<file path="config.mk">
export PLATFORM = sky130hd
export DESIGN_NAME = ihadamard4_pipe
export DESIGN_NICKNAME = d
export VERILOG_FILES = /design/src/rtl/ihadamard4_pipe.sv
export SDC_FILE = /design/constraint.sdc
export NUM_CORES = 1
export LEC_CHECK = 0
export ABC_CLOCK_PERIOD_IN_PS = 6500
export BUFFER_PORTS_ARGS = -buffer_cell sky130_fd_sc_hd__buf_2
export CAP_MARGIN = 20
export CORE_ASPECT_RATIO = 1.75
export CORE_MARGIN = 2
export CORE_UTILIZATION = 40
export DETAILED_ROUTE_END_ITERATION = 12
export PLACE_DENSITY = 0.56
export SYNTH_ARGS = -nofsm -noshare
export SYNTH_HDL_FRONTEND = slang
export SYNTH_SLANG_ARGS = --single-unit
</file>
<file path="constraint.sdc">
create_clock -name clk -period 6.5 [get_ports clk]
set_input_delay 0.325 -clock clk [delete_from_list [all_inputs] [get_ports clk]]
set_output_delay 0.325 -clock clk [all_outputs]
set_load 0.05 [all_outputs]
</file>
<file path="src/rtl/ihadamard4_pipe.sv">
// ihadamard4_pipe: 3-stage inverse 4-pt Hadamard, rounding divide-by-4, valid/ready with global stall.
// Define IHAD_SAT_EN to clamp out-of-range samples instead of wrapping them.
module ihadamard4_pipe #(
  parameter int IN_W  = 11,
  parameter int OUT_W = 9
) (
  input  logic                    clk,
  input  logic                    rst_n,
  input  logic                    start,
  input  logic                    in_valid,
  output logic                    in_ready,
  input  logic signed [IN_W-1:0]  y0,
  input  logic signed [IN_W-1:0]  y1,
  input  logic signed [IN_W-1:0]  y2,
  input  logic signed [IN_W-1:0]  y3,
  output logic                    out_valid,
  input  logic                    out_ready,
  output logic signed [OUT_W-1:0] x0,
  output logic signed [OUT_W-1:0] x1,
  output logic signed [OUT_W-1:0] x2,
  output logic signed [OUT_W-1:0] x3,
  output logic                    ovf
);
`ifdef IHAD_SAT_EN
  localparam bit SAT = 1'b1;
`else
  localparam bit SAT = 1'b0;
`endif
  localparam int RW = IN_W + 3;
  localparam logic signed [RW-1:0] MAXV = RW'(2**(OUT_W-1)-1);
  localparam logic signed [RW-1:0] MINV = RW'(-(2**(OUT_W-1)));
  logic advance, v1, v2;
  logic signed [IN_W:0] ye [4];
  logic signed [IN_W:0] a [4];
  logic signed [IN_W+1:0] ae [4];
  logic signed [IN_W+1:0] s [4];
  logic signed [RW-1:0] r [4];
  logic signed [OUT_W-1:0] xn [4];
  logic signed [OUT_W-1:0] xr [4];
  logic [3:0] oor;
  assign advance  = start & ~(out_valid & ~out_ready);
  assign in_ready = advance;
  assign ye[0] = {y0[IN_W-1], y0};
  assign ye[1] = {y1[IN_W-1], y1};
  assign ye[2] = {y2[IN_W-1], y2};
  assign ye[3] = {y3[IN_W-1], y3};
  assign x0 = xr[0];
  assign x1 = xr[1];
  assign x2 = xr[2];
  assign x3 = xr[3];
  genvar i;
  for (i = 0; i < 4; i++) begin : g_lane
    assign ae[i]  = {a[i][IN_W], a[i]};
    // +2 then arithmetic >>2 rounds halves toward +inf
    assign r[i]   = ($signed({{2{s[i][IN_W+1]}}, s[i]}) + RW'(2)) >>> 2;
    assign oor[i] = (r[i] > MAXV) | (r[i] < MINV);
    assign xn[i]  = (SAT && r[i] > MAXV) ? MAXV[OUT_W-1:0] :
                    (SAT && r[i] < MINV) ? MINV[OUT_W-1:0] : r[i][OUT_W-1:0];
  end
  always_ff @(posedge clk or negedge rst_n) begin
    if (!rst_n) begin
      v1        <= 1'b0;
      v2        <= 1'b0;
      out_valid <= 1'b0;
      ovf       <= 1'b0;
      for (int k = 0; k < 4; k++) begin
        a[k]  <= '0;
        s[k]  <= '0;
        xr[k] <= '0;
      end
    end else if (advance) begin
      v1        <= in_valid;
      a[0]      <= ye[0] + ye[1];
      a[1]      <= ye[0] - ye[1];
      a[2]      <= ye[2] + ye[3];
      a[3]      <= ye[2] - ye[3];
      v2        <= v1;
      s[0]      <= ae[0] + ae[2];
      s[1]      <= ae[1] + ae[3];
      s[2]      <= ae[0] - ae[2];
      s[3]      <= ae[1] - ae[3];
      out_valid <= v2;
      ovf       <= ovf | (v2 & |oor);
      for (int k = 0; k < 4; k++) xr[k] <= xn[k];
    end
  end
endmodule

</file>
* Word-level counts from Yosys, hierarchy flattened *
Index checks and enable logic that the tools add are counted.

cells by class
  add/sub/neg operators = 12
  $lt $le $gt $ge = 8
  bitwise gates (word level) = 10
  reduce and logical (&&, ||, !) cells = 1

operators with widths
  kind                                                                               count
  13-bit by 3-bit adder with 14-bit output (second input constant)                   4
  12-bit by 9-bit greater-than comparator with 1-bit output (second input constant)  4
  12-bit by 9-bit < comparator with 1-bit output (second input constant)             4
  12-bit by 12-bit adder with 13-bit output                                          2
  12-bit by 12-bit subtractor with 13-bit output                                     2
  11-bit by 11-bit adder with 12-bit output                                          2
  11-bit by 11-bit subtractor with 12-bit output                                     2
  1-bit bitwise OR                                                                   5
  4-bit OR reduction                                                                 1
  1-bit bitwise AND                                                                  3
  1-bit NOT                                                                          2

storage, ports and cells
  flip-flop bits (word level) = 140
  output and inout port bits = 39

* Logic depth before layout (Yosys ltp) *
Gate-level depths: netlist of run 1.

  word-level depth = 6
  depth in mapped cells = 10

* Worst setup path after synthesis of run 1 *
OpenSTA, ideal clock, no wires.

  kind = in2reg
  start = input port y0[0]
  end = register a[34] in the netlist's numbering
  setup time = 0.069 ns
  data arrival time = 2.141 ns
  data required time = 6.431 ns
  slack = 4.291 ns
  stages on the path = 10
  path buffers = 0
  cell sequence = inv_1 ha_1 fa_1 nor2b_1 o21ai_0 a21boi_1 or4_1 a31oi_1 or4b_1 nand3_1

between the ends
  cells in the longest elaborated chain, start to end = 1

RTL lines
  what                                            line  source
  start: declaration                              12    input logic signed [IN_W-1:0] y0,
  11-bit by 11-bit subtractor with 12-bit output  74    a[1] <= ye[0] - ye[1];
  end: declaration                                34    logic signed [IN_W:0] a [4];

No other way between the ends.
A chain may end at the register's enable or synchronous reset.

* Worst setup path in the final report of run 1 *
  start = register a[5] in the netlist's numbering
  end = register s[37] in the netlist's numbering

between the ends
  cells in the longest elaborated chain, start to end = 1

RTL lines
  what                                       line  source
  12-bit by 12-bit adder with 13-bit output  79    s[1] <= ae[1] + ae[3];
  end: declaration                           36    logic signed [IN_W+1:0] s [4];

No other way between the ends.

==> results of run 1 <==
==> layout make-up <==
type | instances | area share
clock buffer | 19 | 0.0417
clock inverter | 13 | 0.0199
inverter | 89 | 0.0307
multi-input combinational | 855 | 0.517
sequential | 134 | 0.308
tap | 304 | 0.0350
timing repair buffer | 94 | 0.0475
==> state kept, by name, summed over array words and instances, names as in the netlist <==
register	count
a	46
out_valid	1
ovf	1
s	48
v1	1
v2	1
x0	9
x1	9
x2	9
x3	9
==> tightest hold or removal path, stage by stage <==
cell	delay, ps
buf_2	80
nand2_1	40
nand2_1	50
==> synth_stat cells, drive strengths merged, types with 3 or more instances <==
library cell	number
a31oi	11
or3	8
ha	92
or2	3
nor3b	7
o31ai	13
nand4	8
nor4	7
nand2b	13
o21ai	143
o21bai	12
inv	89
nor2b	13
dfrtp	134
a211oi	9
a21o	14
clkbuf	46
xnor2	63
fa	8
nand3	26
nor2	62
buf	7
and3	10
o41ai	6
xor2	31
a311oi	5
nand2	176
a21oi	51
o31a	4
nor3	15
o21a	12
==> cells by family after synthesis <==
group | after synthesis | synth area share
AO/OA/AOI/OAI | 302 | 0.192
XOR/XNOR | 94 | 0.0867
adder cells (fa/ha/maj) | 100 | 0.138
buffers and inverters | 142 | 0.0566
flip-flops | 134 | 0.353
multiplexers | 1 | 0.00105
AND/OR/NAND/NOR | 358 | 0.173
==> layout by cell type, fill, tap and decap left out, types with 7 or more instances in the layout <==
master	instances
nand2_1	176
o21ai_0	141
dfrtp_1	134
ha_1	92
inv_1	89
buf_2	86
xnor2_1	63
nor2_1	62
a21oi_1	51
xor2_1	31
nand3_1	25
clkbuf_16	17
nor3_1	15
a21o_1	14
nor2b_1	13
o31ai_1	13
o21bai_1	12
nand2b_1	12
o21a_1	12
a31oi_1	11
and3_1	10
a211oi_1	8
or3_1	8
fa_1	8
nor4_1	7
nand4_1	7
nor3b_1	7
==> routing by layer <==
layer  vias up  part of all wire
li1       3977                 -
met1      3486              0.42
met2       144              0.51
met3        42             0.030
met4         0             0.046
met5         -                 0
==> worst paths after layout <==
check                              start  endpoint  slack (ps)
worst max-delay path                a[5]     s[37]        3970
worst min register to register     x1[5]     x1[5]         470
worst max register to register      a[5]     s[37]        3970
min in group asynchronous          rst_n      a[1]         370
max in group asynchronous          rst_n     s[34]        5110
worst min-delay path            in_valid        v1          90
==> per-stage QoR <==
step,utilization,total power (W),setup slack (ps)
2_1_floorplan,-,0.00317,4290
6_report,0.466,0.00482,3970
4_1_cts,0.465,0.00488,3960
3_5_place_dp,0.436,0.00377,3900
5_1_grt,0.466,0.00523,3790
3_3_place_gp,0.436,0.00374,3950
==> power by group through the flow <==
| stage | combinational [W] | clock (W) | sequential (W) |
|---|---|---|---|
| detailed placement | 0.00223 | 0 | 0.00154 |
| floorplan | 0.00138 | 0 | 0.00179 |
| global placement | 0.00221 | 0 | 0.00153 |
| global route | 0.00249 | 0.00116 | 0.00158 |
| CTS | 0.00223 | 0.00112 | 0.00153 |
| finish | 0.00221 | 0.00109 | 0.00152 |
==> out/results.tsv, run 1 <==
stage	metric	value	unit
timing	period_share	0.389	
setup_path	worstPathMaxFanout	9	
clock_tree	cts_buffers	17	
global_route	overflow	0	
pwr	leakage	5.07	nW
detailed_routing	wirelength	22600	um
detailed_routing	drtIter0Drc	339	
synthesis	synthTopCellsByArea	dfrtp_1 35%, ha_1 12%, o21ai_0 7.4%	
setup_path	critical_path.slowest_cell	o21ai_0	
layout	nets	1340	
floorplanning	die_x	121	um
setup_path	cp_num_buf_inv	1	
global_route	grt_util_met3	0.0321	
timing	min_period	2530	ps
floorplanning	dieArea	25000	um2
setup_path	cp.depth	8	
synthesis	synth-seq-cells	134	
pwr	switching_share	0.442	
layout	drive_above_1_share	0.111	
floorplanning	chipHeight	208	um
setup_path	ff2ff_path_depth	8	
synthesis	async_reset_ff_frac	1.00	
clock_tree	cts.repair.resized	0	
synthesis	yosysUniqueCellTypes	65	
layout	area_growth	14.5	%
detailed_routing	drt_first_pass_iters	4	
detailed_routing	wl_per_cell	15.0	um
clock_tree	clock_sinks	134	
placed_design	placed_cell_area	10200	um2
floorplanning	rows	74	
setup_path	worstSetupStartpointType	flip-flop	
layout	postLayoutCellArea	10900	um2
global_route	grt_max_degree	113	
clock_tree	postCtsHoldBufs	1	
clock_tree	cts_tree	done	
global_route	grt_usage	0.188	
layout	finalNonFillerCells	1508	
timing	relSlewSlack	0.368	
synthesis	ys.flop_type	dfrtp_1	
setup_path	cp_common_cell	o21ai_0	
timing	drv_slew	0	
floorplanning	coreArea	23300	um2
synthesis	synth_edf_count	0	
synthesis	netlist_area	9500	um2
global_route	grt_pass1_vias	7541	
synthesis	yosys_warnings	0	
synthesis	synth_cells	1131	
timing	hold_violations	0	
clock_tree	cts_max_level	4	
pwr	combPwrFrac	0.459	
detailed_routing	ant_nets	0	
pwr	clkPwrFrac	0.225	
pwr	p_per_area	444	nW/um2
detailed_routing	num_vias	7649	
detailed_routing	drc	0	
setup_path	endpoint_kind	flip-flop	
clock_tree	cts_post_setup_buffers_inserted	0	
synthesis	synth_top_area_share	0.353	
clock_tree	clk_latency	430	ps
clock_tree	cts_root_buf	clkbuf_16	
setup_path	cp_slowest_stage_delay	550	ps
detailed_routing	viasPerCell	5.07	
layout	final-seq-area	3350	um2
setup_path	required	6780	ps
setup_path	crit_arrival	2810	ps
global_route	top_usage_layer	met2	
global_route	grt_antenna_before_repair	0	
pwr	p_sw	0.00213	W
timing	worst_slew_pin_slew	948	ps
layout	fillCellCount	2363	
timing	rsz0062_at_grt	no	
placed_design	dp.cells	1474	
timing	finalClockSkew	7.96	ps
global_route	use_met2	0.330	
clock_tree	cts_max_path_buffers	2	
global_route	use_met1	0.216	
setup_path	critical_path_class	flip-flop to flip-flop	
pwr	seqPwrFrac	0.316	
pwr	p_int	0.00269	W
run_status	status	finished clean	
timing	setup-violations-final	0	
timing	hold_ws	94.9	ps
floorplanning	floorplan.initialDensity	0.407	
setup_path	cpLargestDelayFamily	compound AO/OA/AOI/OAI gates	
flow_run	max_cap_viol_count	0	
hold_path	min_path_cells	3	
clock_tree	clk_pin_slew	60	ps
global_route	grt_pass1_wl	37500	um
floorplanning	ios	88	
synthesis	synth_top_cell_by_area	dfrtp_1	
synthesis	syn_nets	1280	
setup_path	crit_chain	inv_1 -> ha_1 -> nor3_1 -> nand2_1 -> o21ai_0 -> a311oi_1 -> xnor2_1 -> o21ai_0	
hold_path	hold_path_class	input pin to flip-flop	
synthesis	synth-seq-area-share	0.353	
layout	num_antenna_cells	0	
timing	fmax	395	MHz
placed_design	hpwlAfterDp	17800	um
placed_design	gp_congestion	0.910	
placed_design	io_buffer_count	87	
layout	multi_input_area	5620	um2
timing	tns	0	ps
synthesis	avgSynthCellArea	8.40	um2
pwr	ir_worst_vdd	221	uV
Power figures use the tool's default switching activity.
==> inputs of run 2 (changes only) <==
- ABC_CLOCK_PERIOD_IN_PS: 6500 -> 2400
- clock period: 6.5 -> 2.4 ns (I/O delays scaled with it)
==> out/results.tsv, run 2 (same netlist as run 1, synthesis figures left out) <==
stage	metric	value	unit	change
run_status	status	finished clean		
detailed_routing	wl_per_cell	15.6	um	+4.0%
clock_tree	clock_sinks	134		unchanged
layout	fillCellCount	2407		+1.9%
clock_tree	cts_max_level	4		unchanged
floorplanning	rows	74		unchanged
timing	hold_ws	59.6	ps	-35.3 ps
timing	fmax	438	MHz	+11%
detailed_routing	drt-met1-wl	9880	um	+4.6%
flow_run	max_cap_viol_count	0		unchanged
placed_design	io_buffer_count	87		unchanged
setup_path	worstPathMaxFanout	3		-6
timing	hold_violations	0		unchanged
timing	drv_slew	0		unchanged
clock_tree	clk_latency	430	ps	about the same
floorplanning	chipHeight	208	um	unchanged
pwr	leakage	5.25	nW	+3.5%
setup_path	crit_arrival	2610	ps	-200 ps
detailed_routing	drt_first_pass_iters	5		+1
detailed_routing	drc	0		unchanged
placed_design	gp_congestion	0.874		-3.9%
setup_path	required	2730	ps	-4050 ps
setup_path	critical_path_class	flip-flop to flip-flop		
detailed_routing	viasPerCell	5.14		+1.4%
timing	worst_slew_pin_slew	542	ps	-406 ps
global_route	grt_pass1_vias	7897		+4.7%
clock_tree	cts_root_buf	clkbuf_16		
layout	finalNonFillerCells	1558		+3.3%
pwr	finalPower	0.0133	W	+170%
global_route	grt_pass1_wl	40500	um	+7.9%
timing	finalClockSkew	9.40	ps	+1.45 ps
layout	drive_above_1_share	0.156		+0.0451
timing	relSlewSlack	0.634		+0.266
detailed_routing	ant_nets	0		unchanged
pwr	p_per_area	1180	nW/um2	+170%
floorplanning	die_x	121	um	unchanged
detailed_routing	wirelength	24300	um	+7.5%
layout	utilization	0.480		+0.0142
clock_tree	cts_max_path_buffers	2		unchanged
floorplanning	ios	88		unchanged
global_route	grt_max_degree	105		-7.1%
layout	largest_reg_flops	48		unchanged
placed_design	hpwlAfterDp	19100	um	+7.5%
floorplanning	coreArea	23300	um2	unchanged
setup_path	worst-r2r-setup-slack	120	ps	-3850 ps
hold_path	hold_path_class	input pin to flip-flop		
detailed_routing	drtIter0Drc	380		+12%
clock_tree	cts_buffers	17		unchanged
timing	setup-violations-final	0		unchanged
timing	min_period	2280	ps	-249 ps
floorplanning	dieArea	25000	um2	unchanged
detailed_routing	num_vias	8011		+4.7%
layout	final_cell_mix	175 x nand2_1, 137 x o21ai_0, 132 x dfrtp_1, 90 x ha_1, 89 x inv_1		
detailed_routing	wl_met3	613	um	-11%
pwr	ir_worst_vdd	644	uV	+190%
global_route	grt_usage	0.203		+0.0141
clock_tree	clk_pin_slew	60	ps	about the same
floorplanning	floorplan.initialDensity	0.407		unchanged
detailed_routing	maxUsedRoutingLayer	met4		
layout	mostFrequentLayoutCell	nand2_1		
placed_design	dp.cells	1519		+3.1%
setup_path	worstSetupStartpointType	flip-flop		
layout	area_growth	17.9	%	
timing	period_share	0.950		+0.561
layout	top_regs	s: 48 flops, a: 46 flops		
layout	largest_register	s		
layout	nets	1389		+3.7%
timing	tns	0	ps	unchanged
global_route	grt_antenna_before_repair	1		+1
detailed_routing	dr_wl_met2	13300	um	+16%
setup_path	endpoint_kind	flip-flop		
global_route	overflow	0		unchanged
clock_tree	cts_tree	done		
-- run 2: cell types whose count changed in the layout (fill, tap and decap cells not counted), moves of 3 or more --
cell	change
fa_1	-3
fa_2	+3
o21ai_0	-4
buf_12	+3
bufinv_16	-4
clkinvlp_4	+4
buf_4	+46
o21ai_1	+4
-- run 2: what timing repair did --
action                                  4_1_cts  5_1_grt
setup buffers                                 1        3
gates resized for setup                       0       20
gates cloned                                  0        0
pin swaps                                     1        7
endpoints found under the setup margin        1       13
hold buffers                                  2        0
hold endpoints to repair                     66        0
-- run 2: path summary, 6_finish.rpt --
kind | startpoint | end | depth (start not counted)
max in group asynchronous | rst_n | x1[4] | 3
min in group asynchronous | rst_n | a[15] | 2
min reg2reg | x2[7] | x2[7] | 2
max | a[36] | s[21] | 11
min | y1[0] | a[36] | 3
max reg2reg | a[36] | s[21] | 11
-- run 2: per-stage QoR --
stage	setup slack [ps]	area [um2]
floorplan	226	9500
global placement	86.4	10500
detailed placement	22.5	10500
CTS	17.2	11100
global route	-25.4	11200
finish	119	11200
-- run 2: power breakdown --
part,switching [W],internal (W),total [W]
clock,0.00106,0.00143,0.00249
sequential,0.000890,0.00317,0.00406
combinational,0.00411,0.00261,0.00672
total,0.00606,0.00720,0.0133
-- run 2: worst max-delay path: stages, from the launching register on --
cell	delay, ps
dfrtp_1	410
nand2b_4	160
inv_1	110
fa_2	230
nor2b_1	50
o21ai_1	180
a21oi_2	90
o31a_1	290
buf_4	160
o21a_1	170
o21a_1	170
o31ai_1	180
-- run 2: cell type report --
| class | count | area (um2) | share of cell area |
|---|---|---|---|
| Sequential cell | 134 | 3360 | 0.299 |
| Inverter | 89 | 334 | 0.0298 |
| Tap cell | 304 | 380 | 0.0339 |
| Clock inverter | 14 | 128 | 0.0114 |
| Clock buffer | 18 | 429 | 0.0383 |
| Antenna cell | 1 | 2.50 | 0.000223 |
| Timing Repair Buffer | 143 | 905 | 0.0807 |
| Multi-Input combinational cell | 855 | 5670 | 0.506 |
-- run 2: per-layer routing --
metal	up-vias	GRT usage
met2	147	0.381
met3	38	0.0217
met1	3747	0.233
met4	0	0.0678
met5	-	0
li1	4079	-
